[src/rtl/uart_boot_loader.sv]
// Boot loader: turns the UART RX byte stream (header N, then N little-endian words)
// into imem writes and releases the core afterwards. Optional macro: BOOT_CHECKSUM_EN.
module uart_boot_loader #(
  parameter int ADDR_W = 10
) (
  input  logic              clk,
  input  logic              rst_n,
  input  logic [7:0]        rx_data,
  input  logic              rx_valid,
  output logic              imem_we,
  output logic [ADDR_W-1:0] imem_addr,
  output logic [31:0]       imem_wdata,
  output logic              core_run,
  output logic [ADDR_W:0]   loaded_words,
  output logic              load_err
);

  typedef enum logic [2:0] {HDR, LOAD, CHK, RUN, ERR} state_t;

  localparam logic [32:0] DEPTH_L = 33'd1 << ADDR_W;

  state_t        state, state_next;
  logic [1:0]    byte_idx;
  logic [31:0]   asm_word;
  logic [31:0]   word_next;
  logic [ADDR_W:0] n_words;
  logic          byte_take;
  logic          word_done;
  logic          last_wr;
`ifdef BOOT_CHECKSUM_EN
  logic [7:0]    csum;
`endif

  // Current byte dropped into its little-endian lane of the word being assembled.
  always_comb begin
    word_next = asm_word;
    case (byte_idx)
      2'd0: word_next[7:0]   = rx_data;
      2'd1: word_next[15:8]  = rx_data;
      2'd2: word_next[23:16] = rx_data;
      default: word_next[31:24] = rx_data;
    endcase
  end

  // During the final write cycle a new byte belongs to the checksum (or is ignored), not a word.
  assign last_wr   = imem_we && (loaded_words == n_words);
  assign byte_take = rx_valid && ((state == HDR) || ((state == LOAD) && !last_wr));
  assign word_done = byte_take && (byte_idx == 2'd3);

  always_ff @(posedge clk or negedge rst_n) begin
    if (!rst_n) state <= HDR;
    else        state <= state_next;
  end

  always_comb begin
    state_next = state;
    case (state)
      HDR: begin
        if (word_done) begin
          if (word_next == 32'd0) begin
`ifdef BOOT_CHECKSUM_EN
            state_next = CHK;
`else
            state_next = RUN;
`endif
          end else if ({1'b0, word_next} > DEPTH_L) begin
            state_next = ERR;
          end else begin
            state_next = LOAD;
          end
        end
      end
      LOAD: begin
        if (last_wr) begin
`ifdef BOOT_CHECKSUM_EN
          if (rx_valid) state_next = (rx_data == csum) ? RUN : ERR;
          else          state_next = CHK;
`else
          state_next = RUN;
`endif
        end
      end
      CHK: begin
`ifdef BOOT_CHECKSUM_EN
        if (rx_valid) state_next = (rx_data == csum) ? RUN : ERR;
`else
        state_next = ERR;
`endif
      end
      RUN:     state_next = RUN;
      ERR:     state_next = ERR;
      default: state_next = HDR;
    endcase
  end

  always_comb begin
    core_run = (state == RUN);
    load_err = (state == ERR);
  end

  // Byte assembly, header capture and the one-cycle-delayed imem write.
  always_ff @(posedge clk or negedge rst_n) begin
    if (!rst_n) begin
      byte_idx     <= 2'd0;
      asm_word     <= 32'd0;
      n_words      <= '0;
      imem_we      <= 1'b0;
      imem_addr    <= '0;
      imem_wdata   <= 32'd0;
      loaded_words <= '0;
    end else begin
      imem_we <= 1'b0;
      if (byte_take) begin
        asm_word <= word_next;
        byte_idx <= byte_idx + 2'd1;
      end
      if ((state == HDR) && word_done) begin
        n_words <= word_next[ADDR_W:0];
      end
      if ((state == LOAD) && word_done) begin
        imem_wdata   <= word_next;
        imem_we      <= 1'b1;
        loaded_words <= loaded_words + (ADDR_W+1)'(1);
      end
      if (imem_we) begin
        imem_addr <= imem_addr + ADDR_W'(1);
      end
    end
  end

`ifdef BOOT_CHECKSUM_EN
  // Running XOR over payload bytes only; the header never reaches LOAD.
  always_ff @(posedge clk or negedge rst_n) begin
    if (!rst_n)                          csum <= 8'd0;
    else if ((state == LOAD) && byte_take) csum <= csum ^ rx_data;
  end
`endif

endmodule

[config.mk]
export PLATFORM = sky130hd
export DESIGN_NAME = uart_boot_loader
export DESIGN_NICKNAME = d
export VERILOG_FILES = /design/src/rtl/uart_boot_loader.sv
export SDC_FILE = /design/constraint.sdc
export NUM_CORES = 1
export LEC_CHECK = 0
export ABC_AREA = 1
export BUFFER_PORTS_ARGS = -buffer_cell sky130_fd_sc_hd__buf_2
export CAP_MARGIN = 20
export CORE_MARGIN = 2
export CORE_UTILIZATION = 40
export DETAILED_ROUTE_END_ITERATION = 16
export PLACE_DENSITY = 0.6
export SYNTH_ARGS = -nofsm -noshare
export SYNTH_HDL_FRONTEND = slang
export SYNTH_SLANG_ARGS = --single-unit
[constraint.sdc]
create_clock -name clk -period 2 [get_ports clk]
set_clock_uncertainty 0.1 [all_clocks]
set_input_delay 0.1 -clock clk [delete_from_list [all_inputs] [get_ports clk]]
set_output_delay 0.1 -clock clk [all_outputs]
set_load 0.01 [all_outputs]
-- Word level (Yosys, flattened, before mapping)
Index checks and enable logic that the tools add are counted.
- flip-flop bits (word level): 102
- output and inout port bits: 56
- word-level logic and storage cells: 46
- $add $sub $neg: 3
- magnitude comparators: 1
- eq/ne operators: 10
- multiplexer cells: 10
- reductions and logical operators: 14
- operator list (cell ; count):
    $gt 32x11->1 const B ; 1
    $logic_not 32->1 ; 1
    $mux 8 ; 4
    $mux 3 ; 4
    $pmux 3 s4 ; 1
    $add 11x1->11 const B ; 1
    $eq 11x11->1 ; 1
    $add 10x1->10 const B ; 1
    $eq 3x2->1 const B ; 2
    $logic_and 1x1->1 ; 6
    $eq 2x2->1 const B ; 2
    $ne 2x2->1 const B ; 2
    $eq 3x1->1 const B ; 1
    $eq 3x3->1 const B ; 1
    $logic_not 3->1 ; 1
    $reduce_or 3->1 ; 1
    $add 2x1->2 const B ; 1
    $eq 2x1->1 const B ; 1
    $logic_not 2->1 ; 1
    $reduce_and 2->1 ; 1
    $reduce_or 2->1 ; 1
    $logic_not 1->1 ; 1
    $logic_or 1x1->1 ; 1
    $mux 1 ; 1

-- Logic depth before layout (Yosys ltp)
Gate-level depths: netlist of run 1.
- word-level depth: 9
- mapped depth: 15

-- Least setup slack after synthesis of run 1
OpenSTA, ideal clock, no wires.
- path type: flip-flop to flip-flop
- start: register byte_idx[0]
- end: register state[2]
- setup time: 0.115 ns
- data arrival time: 1.746 ns
- data required time: 1.785 ns
- setup slack: 0.039 ns
- cell stages (with the launch flop): 12
- path buffers: 1
- clock period less this slack: 1.961 ns
- cell sequence: dfrtp_1 > inv_1 > ha_1 > buf_2 > o21ai_0 > inv_1 > nor3_1 > nand2_1 > nor2_2 > nand3_2 > nand2_1 > nor2_1
- cells in the longest elaborated chain, start to end: 8
- elaborated cells between the ends (all ways): 18
- RTL lines (what ; RTL line ; RTL):
    from (decl) ; 23 ; logic [1:0] byte_idx;
    from (signal assigned) ; 115 ; byte_idx <= byte_idx + 2'd1;
    $eq 2x2->1 (tied with other cells) ; 37 ; case (byte_idx)
    $reduce_or 3->1 (no source line) ; - ;
    $mux 8 ; 37 ;
    $gt 32x11->1 ; 66 ; end else if ({1'b0, word_next} > DEPTH_L) begin
    $mux 3 ; 66 ;
    $mux 3 ; 60 ; if (word_next == 32'd0) begin
    $mux 3 ; 59 ; if (word_done) begin
    $pmux 3 s4 ; 57 ; case (state)
    to (signal assigned) ; 52 ; else state <= state_next;
    to (decl) ; 22 ; state_t state, state_next;
Several ways; a longest one is shown, not always the timed one. The select of a mux whose other input is x is not followed.
A chain may end at the register's enable or synchronous reset.

-- Worst setup path in the final report of run 1
- start: register byte_idx[1]
- end: register state[2]
Same word-level chain as after synthesis.

==> key figures, run 1 <==
Timing
  – Max Slew Vio Count: 0
  – Worst Tran Pin Value: 409.3 ps
  – Final period util: 0.9937
  – RSZ-0062 raised after global routing: yes
  – Crit path time final: 1987 ps
  – Max-Slew Margin vs Limit: 0.7251
  – Final setup viols: 0
  – FMAX: 503.2 MHz
  – Fin. Hold Viols: 0

Synthesis
  – Post-synth EDFFs: 0
  – Syn_nets: 655
  – Ys flop type: dfrtp_1
  – Compound-cell area share of the yosys netlist: 0.1018
  – Post-Synth Adder-Cell Area: 0.01641
  – Post-Synthesis Cells: 637
  – Mean Syn Cell Area: 8.377 um^2
  – Synth Register Bits: 102
  – Post-Synth XOR/XNOR Area: 0.02954
  – Sequential area share after synthesis: 0.4783
  – Mapped Area: 0.005336 mm^2
  – Asr flop ratio synth: 1.000
  – YS warnings: 0
  – Synth Area in Simple Gates: 0.2701
  – Distinct cells, synth: 33
  – Main combinational cell family by area after synthesis: simple AND/OR/NAND/NOR gates
  – Mux contribution to synthesized area: 0

Worst setup path
  – Worst-path fanout max: 8
  – Critical Path RT: 2150 ps
  – Kind of critical path: reg -> reg
  – CP Launch Type: flip-flop
  – Cell Chain, Critical Path: buf_6, ha_4, buf_12, o21ai_4, inv_1, nor3_2, nand2_1, nor2_2, nand3_2, nand2_1, nor2_1
  – Critical Path End Type: flip-flop
  – Worst path most repeated cell: nand2_1
  – Arrival time at the worst endpoint: 2140 ps
  – Slowest CP cell: dfrtp_2
  – Crit-path max cell delay: 450 ps

Global routing
  – Initial antenna violation count: 0
  – Largest net degree at the start of global routing: 38
  – Met1 Use GR: 0.2435
  – Wire length of the first global-routing pass: 21.38 mm
  – Global routing's busiest layer: met2
  – Met3 Resource Use GR: 0.04515
  – Vias in the first global route: 4,407
  – Global route total overflow: 0
  – GRT Total Usage: 0.1879
  – GR Util met2: 0.3150

CTS
  – Worst-path clk slew: 70 ps
  – Clk_lat worst skew: 360 ps
  – CTS H-tree depth: 3
  – CTS Buf Count: 9
  – Root buffer cell: clkbuf_16
  – Clk buf depth: 2
  – Clock sinks: 102
  – CTS tree: built

Detailed routing
  – Drt wl/cell: 13.89 um
  – DRT antenna net count: 0
  – 1st-pass router iterations: 5
  – # DRC: 0
  – Vias per inst: 4.855
  – 1st-iter DRT viols: 311
  – Vias after detailed routing: 4,535
  – Drt total wl: 12.98 mm

Place
  – DPL Wire Length: 9.192 mm
  – # port buffers: 66
  – Gpl congestion: 0.8291

Layout
  – Final #Nets: 771
  – Fin util: 0.5130
  – Commonest non-fill, non-tap cell in the layout: nand2_1
  – ANT cells: 0
  – Area Overhead vs Synth: 26.28%
  – Most frequent cells in the layout: 188 x nand2_1, 100 x dfrtp_1, 72 x inv_1
  – Share of cells above drive strength 1: 0.3311

Floorplanning
  – Initial Util: 0.4062
  – Die X: 119.5 um
  – # rows: 42
  – Core area: 0.01314 mm^2
  – Die area: 0.01428 mm^2
  – Chip height: 119.5 um
  – IO Count: 67

Power and ir drop
  – Static leakage: 3.672 nW
  – VDD IR max: 0.8530 mV
  – Pwr Total: 8.170 mW
  – Pwr dens: 1212 mW/mm^2

Worst hold path
  – Worst hold path type: in -> reg

Run status
  – Status: completed

Flow run
  – Maxcap violations: 0
path summary, 6_finish.rpt:
kind                            slack, ps      startpoint              end  depth (start not counted)
max in group asynchronous            1050           rst_n      byte_idx[1]                          3
worst max register to register         10     byte_idx[1]         state[2]                         11
worst min register to register        380  imem_wdata[14]   imem_wdata[14]                          2
worst min-delay path                   70        rx_valid         state[0]                          3
min in group asynchronous              90           rst_n  loaded_words[8]                          2
worst max-delay path                   10     byte_idx[1]         state[2]                         11
cell usage after synthesis, types with 2 or more instances:
cell type  number  area share
nand2_1       189        0.13
dfrtp_1       102        0.48
inv_1          75       0.053
nand4_1        49       0.057
o21ai_0        43       0.040
nand2_2        30       0.035
o21ai_2        28       0.046
nor2_1         20       0.014
xor2_1         15       0.025
nor3_1         10      0.0094
inv_2           8      0.0056
buf_2           7      0.0066
clkbuf_1        7      0.0049
ha_1            7       0.016
nand3_1         7      0.0066
buf_4           5      0.0070
a21oi_1         4      0.0038
buf_12          4       0.015
buf_6           4      0.0084
buf_1           3      0.0021
o21ai_1         3      0.0028
xnor2_1         3      0.0049
nand4_2         2      0.0047
nor2_2          2      0.0023
o21a_1          2      0.0028
cell type report:
cell class,instances,area (um^2)
multi-input cells,421,2379
clock inverters,7,81.33
inverters,83,314.1
clock buffers,9,225.2
flip-flops and latches,102,2555
well taps,176,220.2
repair buffers,136,964.7
fillers,1314,6399
metrics by stage:
| step | setup WS [ps] | setup TNS, ps | hold WS, ps | std cells | cell area (um^2) |
|---|---|---|---|---|---|
| finish | 12.54 | 0 | 71.27 | 934 | 6739 |
| global route | -136.7 | -372.6 | 62.90 | 934 | 6739 |
| CTS | 11.32 | 0 | 21.53 | 926 | 6550 |
| detailed placement | -128.2 | -335.4 | -66.64 | 909 | 6192 |
| global placement | -75.17 | -166.8 | -73.42 | 909 | 6192 |
| floorplan | 38.50 | 0 | -295.6 | 637 | 5336 |
per-layer routing:
metal | part of all wire | wire, um | up-vias
met1 | 0.45 | 5897 | 2142
li1 | - | - | 2277
met2 | 0.49 | 6325 | 97
met3 | 0.042 | 550 | 19
met5 | 0 | 0 | -
met4 | 0.016 | 202 | 0
cell families (layout without fill, tap and decap cells):
group / after synthesis / count (layout)
AO/OA/AOI/OAI: 83 / 83
XOR/XNOR: 18 / 18
adder cells (fa/ha/maj): 7 / 7
buffers and inverters: 114 / 235
flip-flops: 102 / 102
AND/OR/NAND/NOR: 313 / 313
sequential cells by signal (all words and copies together) (netlist names):
| signal | flops |
|---|---|
| byte_idx | 2 |
| n_words | 11 |
| state | 3 |
| loaded_words | 11 |
| imem_addr | 10 |
| imem_we | 1 |
| asm_word | 32 |
| imem_wdata | 32 |
critical path, delay by kind of cell (launching register included):
family / cells / cell delay, ps
AOI/OAI and AO/OA: 1 / 150
adders and majority gates: 1 / 170
buffers and inverters: 3 / 360
DFF: 1 / 450
and+or+nand+nor: 6 / 660
repair_timing:
item | in CTS | in global routing
resized for setup | 10 | 52
hold buffers | 1 | 0
setup endpoints to repair | 3 | 26
pin swaps | 0 | 5
buffers inserted | 0 | 8
endpoints found under the hold margin | 102 | 0
power breakdown:
group	switching, mW	internal, mW	total [mW]
Clock	0.836	0.991	1.83
Combinational	1.89	1.66	3.55
Sequential	0.337	2.46	2.80
Note: power is estimated with default switching activity, not from simulation.
==> run 2, diff against run 1 <==
CTS_BUF_LIST = sky130_fd_sc_hd__clkbuf_8   (was default)
==> key figures, run 2 (synthesis results as in run 1) <==
Floorplanning
  – Die X: 119.5 um (unchanged)
  – Core area: 0.01314 mm^2 (unchanged)
  – Initial Util: 0.4062 (unchanged)
  – Die area: 0.01428 mm^2 (unchanged)
  – IO Count: 67 (unchanged)
  – Chip height: 119.5 um (unchanged)
  – # rows: 42 (unchanged)

Worst setup path
  – Crit-path max cell delay: 470 ps (+20 ps)
  – CP Launch Type: flip-flop
  – Arrival time at the worst endpoint: 2220 ps (+80 ps)
  – Worst-path fanout max: 8 (unchanged)
  – Worst path most repeated cell: nand2_1
  – CP delay by family, top: simple AND/OR/NAND/NOR gates
  – Kind of critical path: reg -> reg
  – Cell Chain, Critical Path: buf_6, ha_4, buf_12, o21ai_4, inv_1, nor3_2, nand2_1, nor2_2, nand3_2, nand2_1, nor2_1
  – Critical Path RT: 2180 ps (+30 ps)
  – Slowest CP cell: dfrtp_2
  – CP Buf/Inv Count: 3 (unchanged)
  – Critical Path End Type: flip-flop

Power and ir drop
  – Pwr dens: 1160 mW/mm^2 (-4.3%)
  – VDD IR max: 0.7384 mV (-13%)
  – Static leakage: 3.625 nW (-1.3%)
  – Pwr Total: 7.707 mW (-5.7%)

Timing
  – Final period util: 1.017 (+0.02312)
  – FMAX: 491.7 MHz (-2.3%)
  – Max Slew Vio Count: 0 (unchanged)
  – Worst Tran Pin Value: 407.1 ps (-2.131 ps)
  – Max-Slew Margin vs Limit: 0.7265 (+0.001431)
  – Setup ws final: -33.69 ps (-46.23 ps)
  – Final setup viols: 3 (+3)
  – Crit path time final: 2034 ps (+46.23 ps)
  – Fin. Hold Viols: 0 (unchanged)
  – RSZ-0062 raised after global routing: yes

Place
  – DPL Wire Length: 9.192 mm (unchanged)
  – # port buffers: 66 (unchanged)
  – Dpl cells: 909 (unchanged)
  – Gpl congestion: 0.8291 (unchanged)
  – DP Worst Slack: -128.2 ps (unchanged)

Layout
  – Area of the multi-input gates: 0.002367 mm^2 (-0.47%)
  – Commonest non-fill, non-tap cell in the layout: nand2_1
  – Final cell count without fillers: 934 (unchanged)
  – Largest regs: asm_word (32), imem_wdata (32)
  – Fill count: 1,333 (+1.4%)
  – Final #Nets: 771 (unchanged)
  – ANT cells: 0 (unchanged)
  – Seq. cell area: 0.002555 mm^2 (unchanged)
  – Share of cells above drive strength 1: 0.3298 (-0.001319)
  – Most frequent cells in the layout: 188 x nand2_1, 100 x dfrtp_1, 71 x inv_1
  – Area Overhead vs Synth: 24.45%

Detailed routing
  – Vias after detailed routing: 4,545 (+0.22%)
  – # DRC: 0 (unchanged)
  – Drt total wl: 12.95 mm (-0.21%)
  – Drt wl/cell: 13.86 um (-0.21%)
  – 1st-pass router iterations: 5 (unchanged)
  – Vias per inst: 4.866 (+0.22%)
  – 1st-iter DRT viols: 278 (-11%)
  – DRT antenna net count: 0 (unchanged)

Run status
  – Status: complete, but fails checks
  – Failing checks: negative setup slack

CTS
  – Worst-path clk slew: 100 ps (+30 ps)
  – CTS Buf Count: 9 (unchanged)
  – CTS tree: built
  – CTS H-tree depth: 3 (unchanged)
  – Root buffer cell: clkbuf_8
  – Clk buf depth: 2 (unchanged)
  – Clk_lat worst skew: 380 ps (+20 ps)
  – Clock sinks: 102 (unchanged)

Global routing
  – Global route total overflow: 0 (unchanged)
  – Global routing's busiest layer: met2
  – Vias in the first global route: 4,373 (-0.77%)
  – GRT Total Usage: 0.1855 (-0.002332)
  – Largest net degree at the start of global routing: 38 (unchanged)
  – GR Util met2: 0.3093 (-0.005714)
  – Initial antenna violation count: 0 (unchanged)
  – Wire length of the first global-routing pass: 21.18 mm (-0.97%)
  – Met1 Use GR: 0.2445 (+0.0009989)
  – Met3 Resource Use GR: 0.04420 (-0.0009506)

Worst hold path
  – Worst hold path type: in -> async

Flow run
  – Maxcap violations: 0 (unchanged)
-- run 2: cell types whose count changed in the layout (fill, tap and decap cells not counted), sizes merged --
cell,previous run,this run
buf,135,134
dlygate4sd3,1,2
-- run 2: path summary, 6_finish.rpt --
check | to | slack, ps | startpoint | cells after the start
worst min register to register | imem_wdata[14] | 380 | imem_wdata[14] | 2
max in group asynchronous | byte_idx[1] | 1080 | rst_n | 3
worst min-delay path | imem_wdata[2] | 50 | rst_n | 2
worst max register to register | state[2] | -30 | byte_idx[1] | 11
worst max-delay path | state[2] | -30 | byte_idx[1] | 11
min in group clk | asm_word[16] | 120 | rx_data[0] | 5
-- run 2: what timing repair did --
item / in CTS / in global routing
hold buffers: 2 / 0
gates resized for setup: 10 / 51
setup endpoints to repair: 3 / 26
hold endpoints to repair: 103 / 0
setup buffers: 0 / 7
pin swaps: 0 / 6
-- run 2: layer usage --
| layer | wire (um) | vias to the layer above |
|---|---|---|
| met4 | 174 | 0 |
| met2 | 6303 | 82 |
| li1 | - | 2278 |
| met5 | 0 | - |
| met3 | 531 | 17 |
| met1 | 5939 | 2168 |
-- run 2: report_power, final --
| part | internal (mW) | switching (mW) | total [mW] |
|---|---|---|---|
| Sequential | 2.46 | 0.340 | 2.80 |
| Combinational | 1.66 | 1.88 | 3.54 |
| Clock | 0.599 | 0.775 | 1.37 |
-- run 2: cell type report --
cell class              count  share of cell area
clock inverters             7             0.01225
repair buffers            136              0.1475
multi-input cells         421              0.3564
inverters                  83             0.04729
flip-flops and latches    102              0.3847
clock buffers               9             0.01865
well taps                 176             0.03316
-- run 2: metrics by stage --
stage                     cell area [um^2]  setup TNS [ps]    util  hold WS (ps)
final                                 6641          -85.60  0.5055         51.05
after global routing                  6641          -463.2  0.5055         60.45
after CTS                             6459               0  0.4916         44.21
after detailed placement              6192          -335.4  0.4713        -66.64
after global placement                6192          -166.8  0.4713        -73.42
after floorplan                       5336               0       -        -295.6
==> run 3, diff against run 2 <==
SETUP_SLACK_MARGIN = 0.1   (was default)
==> key figures, run 3 (synthesis results as in run 1) <==
Global routing
  – Initial antenna violation count: 0 (unchanged)
  – Wire length of the first global-routing pass: 21.82 mm (+3.1%)
  – Vias in the first global route: 4,486 (+2.6%)
  – Global route total overflow: 0 (unchanged)
  – GRT Total Usage: 0.1911 (+0.005550)
  – Largest net degree at the start of global routing: 43 (+13%)

Timing
  – FMAX: 466.7 MHz (-5.1%)
  – Crit path time final: 2143 ps (+109.2 ps)
  – RSZ-0062 raised after global routing: yes
  – Max Slew Vio Count: 0 (unchanged)
  – WHS: 137.8 ps (+86.77 ps)
  – Final period util: 1.071 (+0.05459)
  – Setup ws final: -142.9 ps (-109.2 ps)
  – Worst Tran Pin Value: 595.9 ps (+188.8 ps)
  – Max-Slew Margin vs Limit: 0.6027 (-0.1238)
  – Final setup viols: 3 (unchanged)
  – Fin. Hold Viols: 0 (unchanged)

Detailed routing
  – 1st-iter DRT viols: 298 (+7.2%)
  – Vias after detailed routing: 4,830 (+6.3%)
  – Drt total wl: 15.04 mm (+16%)
  – Drt wl/cell: 15.42 um (+11%)
  – 1st-pass router iterations: 4 (-1)
  – # DRC: 0 (unchanged)
  – DRT antenna net count: 0 (unchanged)
  – Vias per inst: 4.954 (+1.8%)

Worst setup path
  – Cell Chain, Critical Path: buf_6, buf_6, ha_4, buf_6, o21ai_4, inv_2, nor3_2, nand2_1, nor2_2, nand4_1, a21oi_1
  – Kind of critical path: reg -> reg
  – CP delay by family, top: simple AND/OR/NAND/NOR gates
  – Crit-path max cell delay: 410 ps (-60 ps)
  – Slowest CP cell: dfrtp_1
  – CP Buf/Inv Count: 4 (+1)
  – Arrival time at the worst endpoint: 2350 ps (+130 ps)
  – Worst path most repeated cell: buf_6
  – Worst-path fanout max: 6 (-2)
  – CP Launch Type: flip-flop
  – Critical Path RT: 2210 ps (+30 ps)
  – Critical Path End Type: flip-flop

Floorplanning
  – Chip height: 119.5 um (unchanged)
  – Initial Util: 0.4062 (unchanged)
  – Die area: 0.01428 mm^2 (unchanged)
  – Core area: 0.01314 mm^2 (unchanged)
  – IO Count: 67 (unchanged)
  – Die X: 119.5 um (unchanged)
  – # rows: 42 (unchanged)

Place
  – DP Worst Slack: -167.0 ps (-38.80 ps)
  – # port buffers: 66 (unchanged)
  – DPL Wire Length: 9.080 mm (-1.2%)
  – Dpl cells: 917 (+0.88%)
  – Placed Area: 0.006240 mm^2 (+0.77%)
  – Gpl congestion: 0.8035 (-3.1%)

Layout
  – Area Overhead vs Synth: 40.07%
  – Largest regs: asm_word (32), imem_wdata (32)
  – Most frequent cells in the layout: 155 x nand2_1, 97 x dfrtp_1, 80 x buf_4
  – Post-route cell area: 0.007475 mm^2 (+13%)
  – ANT cells: 0 (unchanged)
  – Commonest non-fill, non-tap cell in the layout: nand2_1
  – Final #Nets: 812 (+5.3%)
  – Fin util: 0.5690 (+0.06343)
  – Share of cells above drive strength 1: 0.4330 (+0.1032)
  – Final cell count without fillers: 975 (+4.4%)

Power and ir drop
  – VDD IR max: 0.7943 mV (+7.6%)
  – Pwr dens: 1132 mW/mm^2 (-2.5%)
  – Static leakage: 3.956 nW (+9.1%)

CTS
  – Worst-path clk slew: 90 ps (about the same)
  – Clk buf depth: 2 (unchanged)
  – CTS tree: built
  – CTS Buf Count: 9 (unchanged)
  – Root buffer cell: clkbuf_8
  – CTS H-tree depth: 3 (unchanged)
  – Clk_lat worst skew: 390 ps (about the same)
  – Clock sinks: 102 (unchanged)

Worst hold path
  – Worst hold path type: in -> reg

Flow run
  – Maxcap violations: 0 (unchanged)

Run status
  – Failing checks: negative setup slack
  – Status: complete, but fails checks
==> run 3: routing by layer <==
metal  global-route usage  wire (um)  vias to the layer above
li1                     -          -                     2360
met1               0.2526       6483                     2325
met2               0.3161       7473                      131
met3              0.04848        900                       14
met4              0.04632        180                        0
met5                    0          0                        -
==> run 3: layout make-up <==
class	instances	area, um^2
inverters	83	314.1
repair buffers	176	1485
flip-flops and latches	102	2559
multi-input cells	422	2695
clock buffers	11	151.4
fillers	1192	5663
well taps	176	220.2
clock inverters	5	50.05
==> run 3: final timing paths <==
kind | start | slack, ps | cells past startpoint | to
min reg2reg | imem_addr[9] | 380 | 1 | imem_addr[9]
max reg2reg | byte_idx[1] | -140 | 11 | state[1]
max in group asynchronous | rst_n | 940 | 3 | loaded_words[3]
min | rx_data[0] | 140 | 5 | asm_word[16]
max | byte_idx[1] | -140 | 11 | state[1]
min in group asynchronous | rst_n | 150 | 2 | loaded_words[6]
==> run 3: report_power, final <==
group | internal, mW | switching (mW)
Sequential | 2.45 | 0.391
Clock | 0.637 | 0.741
Combinational | 2.10 | 2.14
==> run 3: per-stage QoR <==
| stage | power, mW | TNS, ps |
|---|---|---|
| finish | 8.458 | -208.1 |
| global route | 9.020 | -720.9 |
| CTS | 7.863 | 0 |
| detailed placement | 5.949 | -474.9 |
| global placement | 5.859 | -112.3 |
| floorplan | 4.531 | 0 |
==> run 3: repair_timing <==
action	CTS	global route
buffers inserted	12	16
hold buffers	1	0
hold endpoints to repair	39	0
gates cloned	0	13
setup endpoints to repair	6	84
pin swaps	4	29
resized for setup	52	109
==> run 3: tightest hold or removal path: cells and delay by family <==
family	cells	cell delay (ps)
buf+inv	2	240
compound gates	2	190
simple gates	1	60
